File: config.mk
export PLATFORM = sky130hd
export DESIGN_NAME = decode_mc
export DESIGN_NICKNAME = d
export VERILOG_FILES = /design/src/rtl/decode_mc.sv
export SDC_FILE = /design/constraint.sdc
export NUM_CORES = 1
export LEC_CHECK = 0
export CORE_ASPECT_RATIO = 0.7
export CORE_MARGIN = 2
export CORE_UTILIZATION = 40
export CTS_BUF_LIST = sky130_fd_sc_hd__clkbuf_8
export DETAILED_ROUTE_END_ITERATION = 6
export GPL_TIMING_DRIVEN = 0
export HOLD_SLACK_MARGIN = 0.1
export PLACE_DENSITY = 0.79
export SLEW_MARGIN = 20
export SYNTH_ARGS = -nofsm -noshare
export SYNTH_HDL_FRONTEND = slang
export SYNTH_SLANG_ARGS = --single-unit
export TNS_END_PERCENT = 100
File: constraint.sdc
create_clock -name clk -period 2.1 [get_ports clk]
set_clock_uncertainty 0.2 [all_clocks]
set_input_delay 0.315 -clock clk [delete_from_list [all_inputs] [get_ports clk]]
set_output_delay 0.315 -clock clk [all_outputs]
set_load 0.02 [all_outputs]
File: src/rtl/decode_mc.sv
// decode_mc -- control unit for the multicycle ARM-subset core.
// Main control FSM, ALU decoder, PC-write logic and instruction decoder,
// including flag-only compares and a multi-cycle MUL path that drives an
// external iterative multiplier.
//
// Ports:
//   clk, reset         clock / async active-high reset
//   Op, Funct, Rd      instruction fields Instr[27:26], [25:20], [15:12]
//   MulOp              Instr[7:4] == 4'b1001
//   FlagW              [1]=write NZ, [0]=write CV
//   PCS, NextPC        PC written from result path / PC update in FETCH
//   RegW, MemW         register / memory write enables (pre-condition)
//   IRWrite            instruction register load
//   AdrSrc, ResultSrc, ALUSrcA, ALUSrcB, ImmSrc, RegSrc   datapath selects
//   ALUControl         ALU operation (bits above [2] are 0)
//   MulStart, MulBusy  multiplier start pulse / busy during MULEXEC
//   MulRdSel           write address from Instr[19:16] (MUL Rd field)
module decode_mc #(
  parameter int ALUCTRL_W  = 3,
  parameter int MUL_CYCLES = 4
) (
  input  logic                 clk,
  input  logic                 reset,
  input  logic [1:0]           Op,
  input  logic [5:0]           Funct,
  input  logic [3:0]           Rd,
  input  logic                 MulOp,
  output logic [1:0]           FlagW,
  output logic                 PCS,
  output logic                 NextPC,
  output logic                 RegW,
  output logic                 MemW,
  output logic                 IRWrite,
  output logic                 AdrSrc,
  output logic [1:0]           ResultSrc,
  output logic [1:0]           ALUSrcA,
  output logic [1:0]           ALUSrcB,
  output logic [1:0]           ImmSrc,
  output logic [1:0]           RegSrc,
  output logic [ALUCTRL_W-1:0] ALUControl,
  output logic                 MulStart,
  output logic                 MulBusy,
  output logic                 MulRdSel
);

  localparam int CNT_W = (MUL_CYCLES > 1) ? $clog2(MUL_CYCLES) : 1;
  localparam logic [CNT_W-1:0] CNT_LOAD = CNT_W'(MUL_CYCLES - 1);

  typedef enum logic [3:0] {
    FETCH, DECODE, MEMADR, MEMRD, MEMWB, MEMWR,
    EXECUTER, EXECUTEI, ALUWB, BRANCH, MULEXEC, MULWB
  } state_t;

  state_t           state, state_n;
  logic [CNT_W-1:0] cnt;

  // internal (pre-reset-gating) enables
  logic ir_w, npc, reg_w, mem_w, branch, alu_op;
  // ALU decoder results
  logic [2:0] alu3;
  logic       cmd_def, no_write;

  // ---------------- state and multiply counter ----------------
  always_ff @(posedge clk or posedge reset) begin
    if (reset) begin
      state <= FETCH;
      cnt   <= '0;
    end else begin
      state <= state_n;
      if (state == DECODE && state_n == MULEXEC)
        cnt <= CNT_LOAD;
      else if (state == MULEXEC && cnt != '0)
        cnt <= cnt - CNT_W'(1);
      else if (state == MULWB)
        cnt <= '0;
    end
  end

  // ---------------- ALU decoder (command field only) ----------------
  always_comb begin
    alu3     = 3'b000;
    cmd_def  = 1'b1;
    no_write = 1'b0;
    case (Funct[4:1])
      4'b0100: alu3 = 3'b000;                     // ADD
      4'b0010: alu3 = 3'b001;                     // SUB
      4'b0000: alu3 = 3'b010;                     // AND
      4'b1100: alu3 = 3'b011;                     // ORR
      4'b0001: alu3 = 3'b100;                     // EOR
      4'b0011: alu3 = 3'b101;                     // RSB
      4'b1101: alu3 = 3'b110;                     // MOV
      4'b1110: alu3 = 3'b111;                     // BIC
      4'b1010: begin alu3 = 3'b001; no_write = 1'b1; end  // CMP
      4'b1011: begin alu3 = 3'b000; no_write = 1'b1; end  // CMN
      4'b1000: begin alu3 = 3'b010; no_write = 1'b1; end  // TST
      default: begin cmd_def = 1'b0; no_write = 1'b1; end // treated as no-op
    endcase
  end

  // ---------------- next state and Moore outputs ----------------
  always_comb begin
    state_n   = state;
    ir_w      = 1'b0;
    npc       = 1'b0;
    reg_w     = 1'b0;
    mem_w     = 1'b0;
    branch    = 1'b0;
    alu_op    = 1'b0;
    AdrSrc    = 1'b0;
    ResultSrc = 2'b00;
    ALUSrcA   = 2'b00;
    ALUSrcB   = 2'b00;
    MulBusy   = 1'b0;
    MulStart  = 1'b0;
    MulRdSel  = 1'b0;
    case (state)
      FETCH: begin
        ir_w = 1'b1; npc = 1'b1;
        ALUSrcA = 2'b01; ALUSrcB = 2'b10; ResultSrc = 2'b10;
        state_n = DECODE;
      end
      DECODE: begin
        ALUSrcA = 2'b01; ALUSrcB = 2'b10; ResultSrc = 2'b10;
        case (Op)
          2'b01:   state_n = MEMADR;
          2'b10:   state_n = BRANCH;
          2'b00: begin
            if (MulOp && Funct[5:4] == 2'b00) state_n = MULEXEC;
            else if (Funct[5])                state_n = EXECUTEI;
            else                              state_n = EXECUTER;
          end
          default: state_n = FETCH;
        endcase
      end
      MEMADR: begin
        ALUSrcB = 2'b01;
        state_n = Funct[0] ? MEMRD : MEMWR;
      end
      MEMRD: begin AdrSrc = 1'b1; state_n = MEMWB; end
      MEMWB: begin ResultSrc = 2'b01; reg_w = 1'b1; state_n = FETCH; end
      MEMWR: begin AdrSrc = 1'b1; mem_w = 1'b1; state_n = FETCH; end
      EXECUTER: begin alu_op = 1'b1; state_n = ALUWB; end
      EXECUTEI: begin ALUSrcB = 2'b01; alu_op = 1'b1; state_n = ALUWB; end
      // Funct is held by the IR, so the no-write decode is still valid here
      ALUWB: begin reg_w = ~no_write; state_n = FETCH; end
      BRANCH: begin
        ALUSrcB = 2'b01; ResultSrc = 2'b10; branch = 1'b1;
        state_n = FETCH;
      end
      MULEXEC: begin
        MulBusy = 1'b1;
        // counter only counts down, so the load value marks the entry cycle
        MulStart = (cnt == CNT_LOAD);
        if (cnt == '0) state_n = MULWB;
      end
      MULWB: begin
        ResultSrc = 2'b11; reg_w = 1'b1; MulRdSel = 1'b1;
        state_n = FETCH;
      end
      default: state_n = FETCH;
    endcase
  end

  // ---------------- ALU control / flags ----------------
  always_comb begin
    ALUControl = '0;
    FlagW      = 2'b00;
    if (alu_op) begin
      ALUControl[2:0] = alu3;
      if (cmd_def)
        FlagW = {Funct[0],
                 Funct[0] & (alu3 == 3'b000 || alu3 == 3'b001 || alu3 == 3'b101)};
    end
  end

  // ---------------- enables, gated off while in reset ----------------
  assign IRWrite = ir_w  & ~reset;
  assign NextPC  = npc   & ~reset;
  assign RegW    = reg_w & ~reset;
  assign MemW    = mem_w & ~reset;
  // a MUL writing R15 must not redirect the PC
  assign PCS     = (((Rd == 4'hF) & reg_w & ~MulRdSel) | branch) & ~reset;

  // ---------------- instruction decoder ----------------
  assign ImmSrc = Op;
  assign RegSrc = {Op == 2'b01, Op == 2'b10};

endmodule

Word level (Yosys, flattened, before mapping)
Index checks and enable logic that the tools add are counted.
{"block": "word_totals", "reg_bits": 6, "inputBits": 15}
{"block": "op_classes", "muxes": 26, "bitwise": 10, "eq_ne": 28, "reduce_logical": 23, "n_addsub": 1}
{"cell": "$eq A4 B4 Y1 const B", "n": 12}
{"cell": "$pmux W4 S6", "n": 1}
{"cell": "$pmux W3 S7", "n": 1}
{"cell": "$eq A4 B3 Y1 const B", "n": 5}
{"cell": "$eq A4 B2 Y1 const B", "n": 4}
{"cell": "$pmux W4 S3", "n": 1}
{"cell": "$reduce_or A2 Y1", "n": 6}
{"cell": "$mux W1", "n": 11}
{"cell": "$reduce_or A11 Y1", "n": 1}
{"cell": "$mux W2", "n": 5}
{"cell": "$eq A4 B1 Y1 const B", "n": 2}
{"cell": "$logic_not A4 Y1", "n": 2}
{"cell": "$mux W4", "n": 2}
{"cell": "$reduce_or A8 Y1", "n": 1}
{"cell": "$and A1 B1 Y1", "n": 7}
{"cell": "$logic_not A2 Y1", "n": 3}
{"cell": "$mux W3", "n": 2}
{"cell": "$pmux W2 S3", "n": 1}
{"cell": "$reduce_or A3 Y1", "n": 2}
{"cell": "$eq A2 B2 Y1 const B", "n": 2}
{"cell": "$pmux W2 S2", "n": 1}
{"cell": "$eq A3 B1 Y1 const B", "n": 1}
{"cell": "$eq A3 B3 Y1 const B", "n": 1}
{"cell": "$logic_and A1 B1 Y1", "n": 3}
{"cell": "9 further kinds", "n": 11}

Longest topological paths before layout
{"block": "depth", "depth_word": 9, "ltp_mapped": 6, "ltp_nobuf": 6}

Least setup slack after synthesis
No wires, ideal clock.
{"block": "synth_path", "path_kind": "register -> output", "startpoint": "register state[2]", "endpoint": "output NextPC", "arrival_ps": 1767, "setup_slack_ps": -182, "path_stages_with_launch": 5, "n_path_buf": 2, "cell_sequence": "dfrtp_1 -> or2_2 -> clkbuf_2 -> nor4_1 -> buf_4"}
{"block": "synth_between", "elab_chain_cells": 3}
{"element": "start, declared", "line": "54", "source": "state_t state, state_n;"}
{"element": "start signal, assigned", "line": "69", "source": "state <= state_n;"}
{"element": "$logic_not A4 Y1"}
{"element": "$mux W1"}
{"element": "$and A1 B1 Y1"}
{"element": "end, declared", "line": "30", "source": "output logic NextPC,"}
Every way passes these cells.

Worst setup path after layout
{"block": "layout_path", "startpoint": "register state[0]", "endpoint": "output PCS"}
{"block": "layout_between", "elab_chain_cells": 7, "elab_cells_between_ends": 13, "classes_between": "4 x eq/ne; 3 x mux; 5 x bitwise; 1 x reduce/logical"}
{"element": "$eq A4 B4 Y1 or $eq A4 B3 Y1 (tied branches)", "line": "116", "source": "case (state)"}
{"element": "$reduce_or A2 Y1 (no line)"}
{"element": "$pmux W1 S2", "line": "116"}
{"element": "$and A1 B1 Y1 (2 in series)", "line": "182", "source": "assign PCS = (((Rd == 4'hF) & reg_w & ~MulRdSel) | branch) & ~reset;"}
{"element": "$or A1 B1 Y1 *", "line": "182"}
{"element": "$and A1 B1 Y1 *", "line": "182"}
{"element": "end, declared", "line": "29", "source": "output logic PCS,"}
Every way passes the cells marked *; elsewhere a longest branch is shown, timed or not.

==> summary.txt <==
status - finished, violations left
failing checks - negative setup slack
starting density of the core - 41.4%
hold_ws - 296 ps
Worst setup SP type - register
# rows - 13
gr usage total - 20.4%
Crit. End Element - output port
Yosys top cell area share - 20.1%
critical path's top delay family - simple AND/OR/NAND/NOR gates
synth warn - 0
final RePlAce weighted congestion - 0.794
CP Cell Sequence - buf_6 -> or4b_4 -> o21ai_4 -> a21oi_2 -> o21ai_1 -> buf_4
Post-synth EDFFs - 0
I/O pin cnt - 39
WP buf/inv - 2
final setup fails - 2
HPWL after DPL - 1730 µm
Hold Fails Final Rpt - 0
Final Slew Violations - 0
Reg clk slew, reported paths - 40 ps
Avg Vias per Cell - 5.65
initial antenna violation count - 0
PortBufs - 35
total die area - 0.00224 mm²
number of H-tree levels - 1
Root Buffer - clkbuf_8
Synth Area in Compound Gates - 18.1%
commonest cells after routing, fill and taps aside - 15 x nor2_1, 14 x buf_4, 13 x dlygate4sd2_1, 10 x clkdlybuf4s50_1, 8 x nand2_1
XOR/XNOR Fraction of Synth Area - 2.34%
critical path's slowest cell - or4b_4
Leak - 0.566 nW
initial drt markers - 33
vias in the first global route - 741
Crit path largest cell delay - 530 ps
clk_lat worst skew - 230 ps
post-route core utilization - 67.2%
peak supply drop - 0.779 mV
CTS tree - done
DRC - 0
Pre-antenna DRT Iters - 4
layout cell share with drive strength beyond 1 - 26.9%
Final #Nets - 164
Post-Syn Area - 748 µm²
HP Class - in -> async
Synth Area in Adders - 3.34%
Syn Nets - 119
remaining antenna violation count - 0
#FFs+latches synth - 6
fin crit share - 107%
largest net degree at the start of global routing - 11
area leader, netlist - dfrtp_1
setup ws final - -147 ps
Die X-Extent - 55.7 µm
power per cell area - 1240 mW/mm²
Setup CP Type - reg -> out
sequential-to-total area share from yosys stat - 20.1%
Post-Syn Instances - 102
vias - 944
grt ovf - 0
largest family of logic cells by synthesized area - simple AND/OR/NAND/NOR gates
routed length per instance - 15.9 µm
core area - 0.00181 mm²
# hold bufs at CTS - 0
Final Critical Period - 2250 ps
Syn Area/Cell - 7.34 µm²
Area contributors post-synth - dfrtp_1 20%, nor2_1 8.0%, buf_4 5.0%, nand2_1 4.5%, a31oi_1 3.3%
n_diodes - 0
WP data required - 1580 ps
CTS sink cnt - 6
Max Clock Freq - 445 MHz
CTS max path bufs - 2
mux contribution to synthesized area - 1.51%
commonest non-fill, non-tap cell in the layout - nor2_1
maxcap violations - 0
post-synthesis simple-gate area fraction - 41.3%
Synth cell types - 45
RSZ-0062 raised after global routing - yes
global-route wire length before repair - 3350 µm
CP Max Fanout - 6
CP arrival - 1730 ps
Async SR Flop Fraction - 100%
Synth Flop Type - dfrtp_1
Layout area overhead - 62.2%
Die Ht - 40.2 µm
final wirelength - 2650 µm
TritonCTS Buffers - 3
-- layer usage --
layer	routed length, µm	track usage [%]
met1	1090	23.8
met2	1310	36.9
met3	221	6.13
met4	23	7.93
met5	0	0
-- worst register-to-register path: stages, from the launching register on --
cell and delay [ps]:
dfrtp_1 420, inv_1 100, ha_1 210, nand2_1 90, a211o_1 320, nand4b_1 150
o211ai_1 130
-- synthesized netlist by cell type (2+ instances only) --
cell       n
o211ai_1   2
clkbuf_1   2
nand3_1    4
and2_1     2
nor2b_1    3
buf_6      2
inv_1      5
nor3_1     4
nand3b_1   2
buf_4      5
a21oi_1    2
nand2b_1   3
nand2_1    9
a31oi_1    4
nor2_1    16
ha_1       2
dfrtp_1    6
or3_1      2
-- through the flow --
| stage | instance area, µm² | std cells | TNS [ps] | worst slack (ps) | power [mW] |
|---|---|---|---|---|---|
| 2_1_floorplan | 754 | 102 | 0 | 33.1 | 0.865 |
| 3_3_place_gp | 1130 | 159 | -4070 | -685 | 1.20 |
| 3_5_place_dp | 1130 | 159 | -4680 | -733 | 1.22 |
| 4_1_cts | 1150 | 162 | -234 | -137 | 1.35 |
| 5_1_grt | 1210 | 167 | -371 | -195 | 1.59 |
| 6_report | 1210 | 167 | -243 | -147 | 1.50 |
-- cell families after synthesis --
| group | after synthesis |
|---|---|
| xor+xnor | 2 |
| compound gates | 18 |
| simple gates | 56 |
| other cells | 1 |
| buf+inv | 16 |
| mux | 1 |
| flops | 6 |
| fa+ha+maj | 2 |
-- flip-flops by register name, summed over array words and instances (netlist names) --
signal / cells
cnt: 2
state: 4
-- final timing paths --
path | to | depth (start not counted) | slack, ps | start
hold / removal | cnt[0] | 2 | 300 | reset
setup / recovery | PCS | 6 | -150 | state[0]
hold reg to reg | cnt[1] | 2 | 350 | cnt[1]
min in group clk | cnt[1] | 2 | 350 | cnt[1]
max in group asynchronous | state[1] | 2 | 1160 | reset
setup reg to reg | cnt[0] | 6 | 330 | cnt[0]
-- layout make-up --
cell class,instances,area [µm²]
clock buffers,3,41.3
well taps,22,27.5
plain buffers,10,78.8
inverters,5,18.8
repair buffers,41,345
flip-flops and latches,6,151
fillers,147,592
multi-input cells,80,551
-- timing repair --
item / in CTS / in global routing
pin swaps: 1 / 1
setup buffers: 1 / 5
setup endpoints to repair: 23 / 13
gates resized for setup: 48 / 21
-- power by group --
| part | total (mW) | internal, mW | switching [mW] |
|---|---|---|---|
| combinational | 1.09 | 0.489 | 0.603 |
| clock | 0.177 | 0.123 | 0.0536 |
| sequential | 0.236 | 0.171 | 0.0648 |
(Power assumes the default switching activity.)
